`config.mk`:
```
export PLATFORM = sky130hd
export DESIGN_NAME = mult_div_unit
export DESIGN_NICKNAME = d
export VERILOG_FILES = /design/src/rtl/mult_div_unit.sv
export SDC_FILE = /design/constraint.sdc
export NUM_CORES = 1
export LEC_CHECK = 0
export BUFFER_PORTS_ARGS = -buffer_cell sky130_fd_sc_hd__buf_2
export CORE_ASPECT_RATIO = 0.8
export CORE_MARGIN = 4
export CORE_UTILIZATION = 29
export CTS_CLUSTER_SIZE = 24
export DETAILED_ROUTE_END_ITERATION = 6
export PLACE_DENSITY = 0.43
export SKIP_LAST_GASP = 1
export SYNTH_ARGS = -nofsm -noshare
export SYNTH_HDL_FRONTEND = slang
export SYNTH_SLANG_ARGS = --single-unit
```
`constraint.sdc`:
```
create_clock -name clock -period 17.45 [get_ports clock]
set_input_delay 0.8725 -clock clock [delete_from_list [all_inputs] [get_ports clock]]
set_output_delay 0.8725 -clock clock [all_outputs]
set_load 0.03 [all_outputs]
```
`src/rtl/mult_div_unit.sv`:
```
// Multicycle signed multiply/divide unit feeding the HI/LO pair.
// Radix-2 Booth multiply and restoring divide, one step per cycle over WIDTH cycles.
module mult_div_unit #(
    parameter int unsigned WIDTH = 32
) (
    input  logic             clock,
    input  logic             reset,
    input  logic             start_mult,
    input  logic             start_div,
    input  logic [WIDTH-1:0] a,
    input  logic [WIDTH-1:0] b,
    output logic [WIDTH-1:0] hi,
    output logic [WIDTH-1:0] lo,
    output logic             busy,
    output logic             done,
    output logic             div_zero
);

    localparam int unsigned CNT_W   = 6;
    localparam int unsigned BOOTH_W = 2 * WIDTH + 1;

    typedef enum logic [1:0] {
        S_IDLE = 2'd0,
        S_MULT = 2'd1,
        S_DIV  = 2'd2,
        S_DONE = 2'd3
    } state_t;

    state_t             state_q, state_d;
    logic [CNT_W-1:0]   cnt_q, cnt_d;
    logic [WIDTH-1:0]   mcand_q, mcand_d;
    logic [BOOTH_W-1:0] booth_q, booth_d;
    logic [WIDTH:0]     rem_q, rem_d;
    logic [WIDTH-1:0]   quot_q, quot_d;
    logic [WIDTH-1:0]   dvsr_q, dvsr_d;
    logic               quot_neg_q, quot_neg_d;
    logic               rem_neg_q, rem_neg_d;
    logic               zero_q, zero_d;
    logic [WIDTH-1:0]   hi_q, hi_d;
    logic [WIDTH-1:0]   lo_q, lo_d;
    logic               busy_q, busy_d;
    logic               done_q, done_d;
    logic               div_zero_q, div_zero_d;

    logic [WIDTH:0]     acc_ext_c, mc_ext_c, booth_sum_c;
    logic [BOOTH_W-1:0] booth_next_c;
    logic [WIDTH:0]     a_mag_c, b_mag_c;
    logic [WIDTH:0]     div_shift_c, div_rem_next_c;
    logic               div_fits_c;
    logic [WIDTH-1:0]   div_quot_next_c, quot_final_c, rem_final_c;

    // Booth step: the add is done in WIDTH+1 bits so the shifted-in sign is exact
    always_comb begin
        acc_ext_c = {booth_q[BOOTH_W-1], booth_q[BOOTH_W-1 -: WIDTH]};
        mc_ext_c  = {mcand_q[WIDTH-1], mcand_q};
        case (booth_q[1:0])
            2'b01:   booth_sum_c = acc_ext_c + mc_ext_c;
            2'b10:   booth_sum_c = acc_ext_c - mc_ext_c;
            default: booth_sum_c = acc_ext_c;
        endcase
        booth_next_c = {booth_sum_c, booth_q[WIDTH:1]};
    end

    // Operand magnitudes in WIDTH+1 bits so the most negative value survives
    always_comb begin
        a_mag_c = a[WIDTH-1] ? (WIDTH+1)'(-{a[WIDTH-1], a}) : {1'b0, a};
        b_mag_c = b[WIDTH-1] ? (WIDTH+1)'(-{b[WIDTH-1], b}) : {1'b0, b};
    end

    // Restoring divide step and final sign correction
    always_comb begin
        div_shift_c     = {rem_q[WIDTH-1:0], quot_q[WIDTH-1]};
        div_fits_c      = (div_shift_c >= {1'b0, dvsr_q});
        div_rem_next_c  = div_fits_c ? (div_shift_c - {1'b0, dvsr_q}) : div_shift_c;
        div_quot_next_c = {quot_q[WIDTH-2:0], div_fits_c};
        quot_final_c    = quot_neg_q ? WIDTH'(-div_quot_next_c) : div_quot_next_c;
        rem_final_c     = rem_neg_q ? WIDTH'(-div_rem_next_c[WIDTH-1:0])
                                    : div_rem_next_c[WIDTH-1:0];
    end

    always_comb begin
        state_d    = state_q;
        cnt_d      = cnt_q;
        mcand_d    = mcand_q;
        booth_d    = booth_q;
        rem_d      = rem_q;
        quot_d     = quot_q;
        dvsr_d     = dvsr_q;
        quot_neg_d = quot_neg_q;
        rem_neg_d  = rem_neg_q;
        zero_d     = zero_q;
        hi_d       = hi_q;
        lo_d       = lo_q;

        case (state_q)
            S_IDLE: begin
                if (start_mult) begin
                    mcand_d = a;
                    booth_d = {{WIDTH{1'b0}}, b, 1'b0};
                    cnt_d   = '0;
                    state_d = S_MULT;
                end else if (start_div) begin
                    if (b != '0) begin
                        dvsr_d     = b_mag_c[WIDTH-1:0];
                        quot_d     = a_mag_c[WIDTH-1:0];
                        rem_d      = '0;
                        quot_neg_d = a[WIDTH-1] ^ b[WIDTH-1];
                        rem_neg_d  = a[WIDTH-1];
                        cnt_d      = '0;
                        state_d    = S_DIV;
                    end else begin
                        zero_d  = 1'b1;
                        state_d = S_DONE;
                    end
                end
            end
            S_MULT: begin
                booth_d = booth_next_c;
                cnt_d   = cnt_q + CNT_W'(1);
                if (cnt_q == CNT_W'(WIDTH - 1)) begin
                    hi_d    = booth_next_c[BOOTH_W-1:WIDTH+1];
                    lo_d    = booth_next_c[WIDTH:1];
                    state_d = S_DONE;
                end
            end
            S_DIV: begin
                rem_d  = div_rem_next_c;
                quot_d = div_quot_next_c;
                cnt_d  = cnt_q + CNT_W'(1);
                if (cnt_q == CNT_W'(WIDTH - 1)) begin
                    hi_d    = rem_final_c;
                    lo_d    = quot_final_c;
                    state_d = S_DONE;
                end
            end
            S_DONE: begin
                zero_d  = 1'b0;
                state_d = S_IDLE;
            end
            default: state_d = S_IDLE;
        endcase

        busy_d     = (state_d != S_IDLE);
        done_d     = (state_d == S_DONE);
        div_zero_d = (state_d == S_DONE) && zero_d;
    end

    always_ff @(posedge clock) begin
        if (reset) begin
            state_q    <= S_IDLE;
            cnt_q      <= '0;
            mcand_q    <= '0;
            booth_q    <= '0;
            rem_q      <= '0;
            quot_q     <= '0;
            dvsr_q     <= '0;
            quot_neg_q <= 1'b0;
            rem_neg_q  <= 1'b0;
            zero_q     <= 1'b0;
            hi_q       <= '0;
            lo_q       <= '0;
            busy_q     <= 1'b0;
            done_q     <= 1'b0;
            div_zero_q <= 1'b0;
        end else begin
            state_q    <= state_d;
            cnt_q      <= cnt_d;
            mcand_q    <= mcand_d;
            booth_q    <= booth_d;
            rem_q      <= rem_d;
            quot_q     <= quot_d;
            dvsr_q     <= dvsr_d;
            quot_neg_q <= quot_neg_d;
            rem_neg_q  <= rem_neg_d;
            zero_q     <= zero_d;
            hi_q       <= hi_d;
            lo_q       <= lo_d;
            busy_q     <= busy_d;
            done_q     <= done_d;
            div_zero_q <= div_zero_d;
        end
    end

    assign hi       = hi_q;
    assign lo       = lo_q;
    assign busy     = busy_q;
    assign done     = done_q;
    assign div_zero = div_zero_q;

endmodule

```
==> results of run 1 <==
## where the power goes
part	switching, mW	leakage [nW]	internal [mW]
Combinational	0.421	5.31	0.216
Clock	0.315	0.598	0.448
Sequential	0.0356	2.20	0.652
Total	0.772	8.11	1.32
## layout make-up
class / instances / share of cell area
diodes: 1 / 0.0001172
inverters: 87 / 0.01530
clock buffers: 53 / 0.05041
well taps: 850 / 0.04982
clock inverters: 13 / 0.005920
multi-input cells: 2013 / 0.5845
repair buffers: 157 / 0.03980
flip-flops and latches: 271 / 0.2542
## per-layer routing
| metal | vias to the layer above | global-route usage | routed length [um] |
|---|---|---|---|
| li1 | 9210 | - | - |
| met1 | 8854 | 0.3079 | 37270 |
| met2 | 474 | 0.3120 | 31500 |
| met3 | 73 | 0.04076 | 4498 |
| met4 | 0 | 0.04565 | 1389 |
| met5 | - | 0 | 0 |
## tightest hold or removal path, stage by stage, from the launching register on
cell and delay, ps:
dfxtp_1 310, nand2_1 50, a21oi_1 50
## cell usage after synthesis (all sizes together) (28+ instances only)
library cell,number,area (sq um)
a22oi,31,232.7
ha,75,938.4
dfxtp,271,5425
nor2,278,1044
inv,86,322.8
o211ai,28,210.2
nor3,37,185.2
nand2,326,1224
buf,34,202.7
mux2i,60,600.6
o21ai,162,810.8
nand3,46,230.2
xnor2,102,893.4
a21oi,262,1323
xor2,81,709.4
a211oi,122,925.9
o31ai,45,337.8
clkbuf,135,508.0
## sequential cells by signal, indices dropped and copies added (netlist names)
| register | cells |
|---|---|
| quot_neg_q | 1 |
| booth_q | 65 |
| rem_neg_q | 1 |
| rem_q | 32 |
| state_q | 2 |
| div_zero | 1 |
| done | 1 |
| busy | 1 |
| lo | 32 |
| dvsr_q | 32 |
| hi | 32 |
| quot_q | 32 |
| zero_q | 1 |
| cnt_q | 6 |
| mcand_q | 32 |
## layout by cell type (no fill, tap or decap), types with 60 or more instances in the layout
master,Yosys,final
a21oi_1,261,259
xor2_1,81,81
inv_1,85,85
dfxtp_1,271,271
o21ai_0,156,154
nand2_1,326,326
xnor2_1,102,102
nor2_1,278,278
buf_2,15,133
a211oi_1,120,120
ha_1,75,73
mux2i_1,60,60
## logic make-up after synthesis
logic type               synth area share
AO/OA/AOI/OAI                      0.2726
adder cells (fa/ha/maj)           0.05184
XOR/XNOR                          0.08491
multiplexers                      0.03898
buffers and inverters             0.05495
flip-flops                         0.2874
AND/OR/NAND/NOR                    0.2093
## path summary, 6_finish.rpt
check,startpoint,endpoint,slack (ps),cells past startpoint
max reg2reg,rem_q[4],hi[30],10790,24
min reg2reg,dvsr_q[24],dvsr_q[24],460,2
min,dvsr_q[24],dvsr_q[24],460,2
max,rem_q[4],hi[30],10790,24
## stage by stage
stage	utilization	power [mW]	instance area, sq um	hold WS [ps]
5_1_grt	0.3320	2.204	21340	478.1
6_report	0.3321	2.088	21350	458.5
4_1_cts	0.3319	2.109	21340	461.7
3_5_place_dp	0.3132	1.334	20130	450.0
3_3_place_gp	0.3132	1.332	20130	449.5
2_1_floorplan	-	1.135	18880	431.9
==> results.sh, run 1 <==
export IMPL_ant_nets=0
export IMPL_multi_input_area_sq_um=12480
export IMPL_clockRootBuffer="clkbuf_16"
export IMPL_cts_repair_resized=0
export IMPL_worstPathMaxFanout=47
export IMPL_synth_main_ff_cell="dfxtp_1"
export IMPL_post_route_period_util=0.3816
export IMPL_async_flop_share=0
export IMPL_synth_edf_count=0
export IMPL_antenna_found_initial=1
export IMPL_ys_ff_latch=271
export IMPL_core_rowCount=83
export IMPL_cts_sinks=271
export IMPL_hold_viol_final=0
export IMPL_cts_buffers=36
export IMPL_seq_area_frac_synth=0.2874
export IMPL_critPathSlowestCell="a211oi_2"
export IMPL_clockBufferDepth=3
export IMPL_relSlewSlack=0.1635
export IMPL_drt_iter0_drc=1596
export IMPL_first_global_vias=17650
export IMPL_fillers=6900
export IMPL_syn_area_sq_um=18880
export IMPL_critPathKind="flip-flop to flip-flop"
export IMPL_yosysUniqueCellTypes=81
export IMPL_worstMarginPinSlew_ps=1252
export IMPL_instances_no_fill=3445
export IMPL_skew_ps=20.52
export IMPL_cp_end_kind="flip-flop"
export IMPL_area_growth_syn_to_layout_pct=13.09
export IMPL_synthCells=2540
export IMPL_clk_pin_slew_ps=60
export IMPL_core_sq_um=64280
export IMPL_cts_hold_fix_buffers=0
export IMPL_required_ps=17850
export IMPL_placed_cells=3377
export IMPL_power_density_nw_per_um2=97.80
export IMPL_initial_core_util=0.2936
export IMPL_path_cells="ha_1, nand2_1, a211oi_2, o21ai_1, a211o_1, nand3_2, buf_4, inv_2, buf_4, nand2_1, nand2_1, inv_1, ha_1, inv_1, or4_1, a2111oi_1, clkbuf_2, nand2_1, o41ai_1, nand2_1, nor3_1, nand2_1, a222oi_1, a21oi_1"
export IMPL_cp_top_family="compound AO/OA/AOI/OAI gates"
export IMPL_die_area_sq_um=69260
export IMPL_portBuffers=134
export IMPL_ys_warn_count=0
export IMPL_routedWlPerCell_um=21.67
export IMPL_grt_usage=0.2083
export IMPL_cpMostUsedCell="nand2_1"
export IMPL_drive_above_1_share=0.09946
export IMPL_setup_ws_ps=10790
export IMPL_cts_setup_buffers=0
export IMPL_maxSlewViolCount=0
export IMPL_hpwl_um=56630
export IMPL_gp_congestion=0.8988
export IMPL_syn_nets=2685
export IMPL_layout_nets=2711
export IMPL_die_x_um=293.2
export IMPL_final_seq_area_sq_um=5425
export IMPL_status="completed"
export IMPL_viasPerCell=5.402
export IMPL_setup_tns_ps=0
export IMPL_rsz0062_at_grt="no"
export IMPL_irDropWorstVdd_mv=0.05659
export IMPL_critical_path_arrival_ps=7060
export IMPL_wirelength_um=74660
export IMPL_finalSetupViolCount=0
export IMPL_critPathLaunchType="flip-flop"
export IMPL_min_period_ps=6658
export IMPL_syn_area_per_cell_sq_um=7.431
export IMPL_pre_cts_ws_ps=10260
export IMPL_drt_pass1_iterations=7
export IMPL_htree_levels=2
export IMPL_cap_violations=0
export IMPL_ioPinCount=135
export IMPL_clk_latency_ps=570
export IMPL_hold_path_class="flip-flop to flip-flop"
export IMPL_vias=18610
export IMPL_path_buf_inv=6
export IMPL_critical_path_max_stage_delay_ps=520
export IMPL_p_leak_nw=8.115
export IMPL_cts_tree="done"
export IMPL_die_h_um=236.2
export IMPL_grt_overflow=0
export IMPL_grt_max_degree=121
export IMPL_drc_errors=0
export IMPL_grt_pass1_wl_um=112000
export IMPL_fmax_mhz=150.2
No activity file was read; power rests on OpenSTA's default activity.
==> run 2: changes to the inputs <==
ABC_AREA = 1   (was not set)
PLACE_DENSITY = 0.45   (was 0.43)
clock period = 5.6 ns   (was 17.45 ns; I/O delays follow)
==> results.sh, run 2 <==
export IMPL_status="completed"
export IMPL_die_area_sq_um=71550
export IMPL_rsz0062_at_grt="no"
export IMPL_synth_top_area_cell="dfxtp_1"
export IMPL_antenna_cells=0
export IMPL_syn_nets=3288
export IMPL_grt_max_degree=91
export IMPL_drive_above_1_share=0.1033
export IMPL_cts_buffers=36
export IMPL_die_x_um=298.1
export IMPL_worstHoldStart="b[26]"
export IMPL_final_cell_mix="nand2_1 (797), inv_1 (324), a21oi_1 (321), dfxtp_1 (271), o21ai_0 (265)"
export IMPL_wirelength_um=79640
export IMPL_worstPathMaxFanout=5
export IMPL_critPathSlowestCell="ha_1"
export IMPL_critPathLaunchType="flip-flop"
export IMPL_maxSlewViolCount=0
export IMPL_ys_warn_count=0
export IMPL_layout_commonest_cell="nand2_1"
export IMPL_drc_errors=0
export IMPL_p_leak_nw=10.21
export IMPL_clockBufferDepth=3
export IMPL_largest_register_ffs=65
export IMPL_synth_area_leaders="dfxtp_1 (28%), nand2_1 (15%), a21oi_1 (8.3%), o21ai_0 (6.8%), inv_1 (6.3%)"
export IMPL_r2r_start="mcand_q[0]"
export IMPL_syn_area_sq_um=19520
export IMPL_clk_pin_slew_ps=60
export IMPL_critPathKind="flip-flop to flip-flop"
export IMPL_htree_levels=2
export IMPL_synthCells=3143
export IMPL_cts_sinks=271
export IMPL_cap_violations=0
export IMPL_power_density_nw_per_um2=283.7
export IMPL_worstMarginPinSlew_ps=1058
export IMPL_ys_ff_latch=271
export IMPL_core_sq_um=66210
export IMPL_grt_usage=0.2165
export IMPL_viasPerCell=5.084
export IMPL_required_ps=6000
export IMPL_hold_path_class="input pin to flip-flop"
export IMPL_cp_end_kind="flip-flop"
export IMPL_yosys_top_cells_count="nand2_1 (797), inv_1 (326), a21oi_1 (322), dfxtp_1 (271), o21ai_0 (265)"
export IMPL_async_flop_share=0
export IMPL_antenna_found_initial=1
export IMPL_grt_pass1_wl_um=120800
export IMPL_synth_edf_count=0
export IMPL_area_growth_syn_to_layout_pct=13.94
export IMPL_grt_overflow=0
export IMPL_hpwl_um=62070
export IMPL_hold_viol_final=0
export IMPL_irDropWorstVdd_mv=0.1784
export IMPL_relSlewSlack=0.2946
export IMPL_drt_pass1_iterations=5
export IMPL_syn_area_per_cell_sq_um=6.211
export IMPL_post_route_period_util=0.8489
export IMPL_min_period_ps=4754
export IMPL_routedWlPerCell_um=19.46
export IMPL_synth_main_ff_cell="dfxtp_1"
export IMPL_skew_ps=30.40
export IMPL_cpMostUsedCell="nand2_1"
export IMPL_fmax_mhz=210.4
export IMPL_core_rowCount=84
export IMPL_seq_area_frac_synth=0.2779
export IMPL_cts_tree="done"
export IMPL_r2r_setup_slack_ps=850
export IMPL_vias=20810
export IMPL_crit_start="mcand_q[0]"
export IMPL_layout_nets=3350
export IMPL_fin_util=0.3359
export IMPL_ioPinCount=135
export IMPL_first_global_vias=19510
export IMPL_critical_path_arrival_ps=5160
export IMPL_yosysUniqueCellTypes=60
export IMPL_cts_repair_resized=0
export IMPL_clk_latency_ps=570
export IMPL_clockRootBuffer="clkbuf_16"
export IMPL_post_synth_top_count_cell="nand2_1"
export IMPL_synth_top_area_share=0.2779
export IMPL_setup_tns_ps=0
export IMPL_drt_iter0_drc=1720
export IMPL_finalSetupViolCount=0
export IMPL_critical_path_max_stage_delay_ps=380
export IMPL_portBuffers=134
export IMPL_gp_congestion=0.8975
export IMPL_die_h_um=240.1
export IMPL_regMostFlops="booth_q"
export IMPL_ant_nets=0
export IMPL_initial_core_util=0.2948
[run 2: cell count changes after synthesis, sizes merged, moves of 27 or more]
cell	previous run	this run
a22oi	31	1
nand3	46	195
nand2	326	823
o31ai	45	8
mux2i	60	1
or4	27	0
a211oi	122	3
a31oi	11	51
or2	11	40
o21ai	162	277
a21oi	262	327
inv	86	339
xnor2	102	30
[run 2: worst paths after layout]
kind                 endpoint  cells past startpoint
setup / recovery       hi[31]                     29
hold / removal    booth_q[27]                      3
setup reg to reg       hi[31]                     29
hold reg to reg        lo[31]                      2
[run 2: layer usage]
layer,track usage,share of wire,up-vias
li1,-,-,10500
met1,0.3111,0.49,9704
met2,0.3446,0.44,526
met3,0.03097,0.053,80
met4,0.04806,0.020,0
met5,0,0,-
[run 2: cell type report]
cell class,count,area [sq um]
fillers,7413,43970
well taps,860,1076
inverters,345,1297
clock buffers,51,1037
multi-input cells,2388,12290
flip-flops and latches,271,5425
clock inverters,14,210.2
repair buffers,163,905.9
[run 2: what timing repair did]
| action | 4_1_cts | 5_1_grt |
|---|---|---|
| endpoints found under the hold margin | 6 | 0 |
| buffers inserted | 0 | 0 |
| hold buffers | 6 | 0 |
[run 2: critical path: cells and delay by family, from the launching register on]
kind            cells  cell delay [ps]
buf+inv             1               60
simple gates       17             2170
flops               1              330
compound gates      9             1440
fa+ha+maj           1              380
xor+xnor            1              200
[run 2: through the flow]
stage	total power [mW]	hold WS, ps	instances	worst slack, ps	instance area (sq um)
3_3_place_gp	3.890	451.2	4021	979.4	20930
5_1_grt	6.672	14.39	4092	234.4	22240
4_1_cts	6.368	6.285	4092	882.8	22240
6_report	6.311	29.86	4092	846.2	22240
2_1_floorplan	3.326	407.6	3143	1738	19520
3_5_place_dp	3.892	453.4	4021	895.1	20930
[run 2: kinds of logic (layout without fill, tap and decap cells)]
kind of cell / after synthesis / in the layout / synth area share
AOI/OAI and AO/OA: 747 / 747 / 0.2099
xor gates and xnor gates: 105 / 105 / 0.04711
and+or+nand+nor: 1458 / 1458 / 0.3192
DFF: 271 / 271 / 0.2779
buffers and inverters: 484 / 573 / 0.09525
muxes: 1 / 1 / 0.0005128
adders and majority gates: 77 / 77 / 0.05013
[run 2: power breakdown]
group / internal (mW) / leakage, nW / switching (mW)
combinational: 0.513 / 7.40 / 1.22
clock: 1.45 / 0.597 / 0.989
sequential: 2.03 / 2.21 / 0.112
total: 3.99 / 10.2 / 2.32
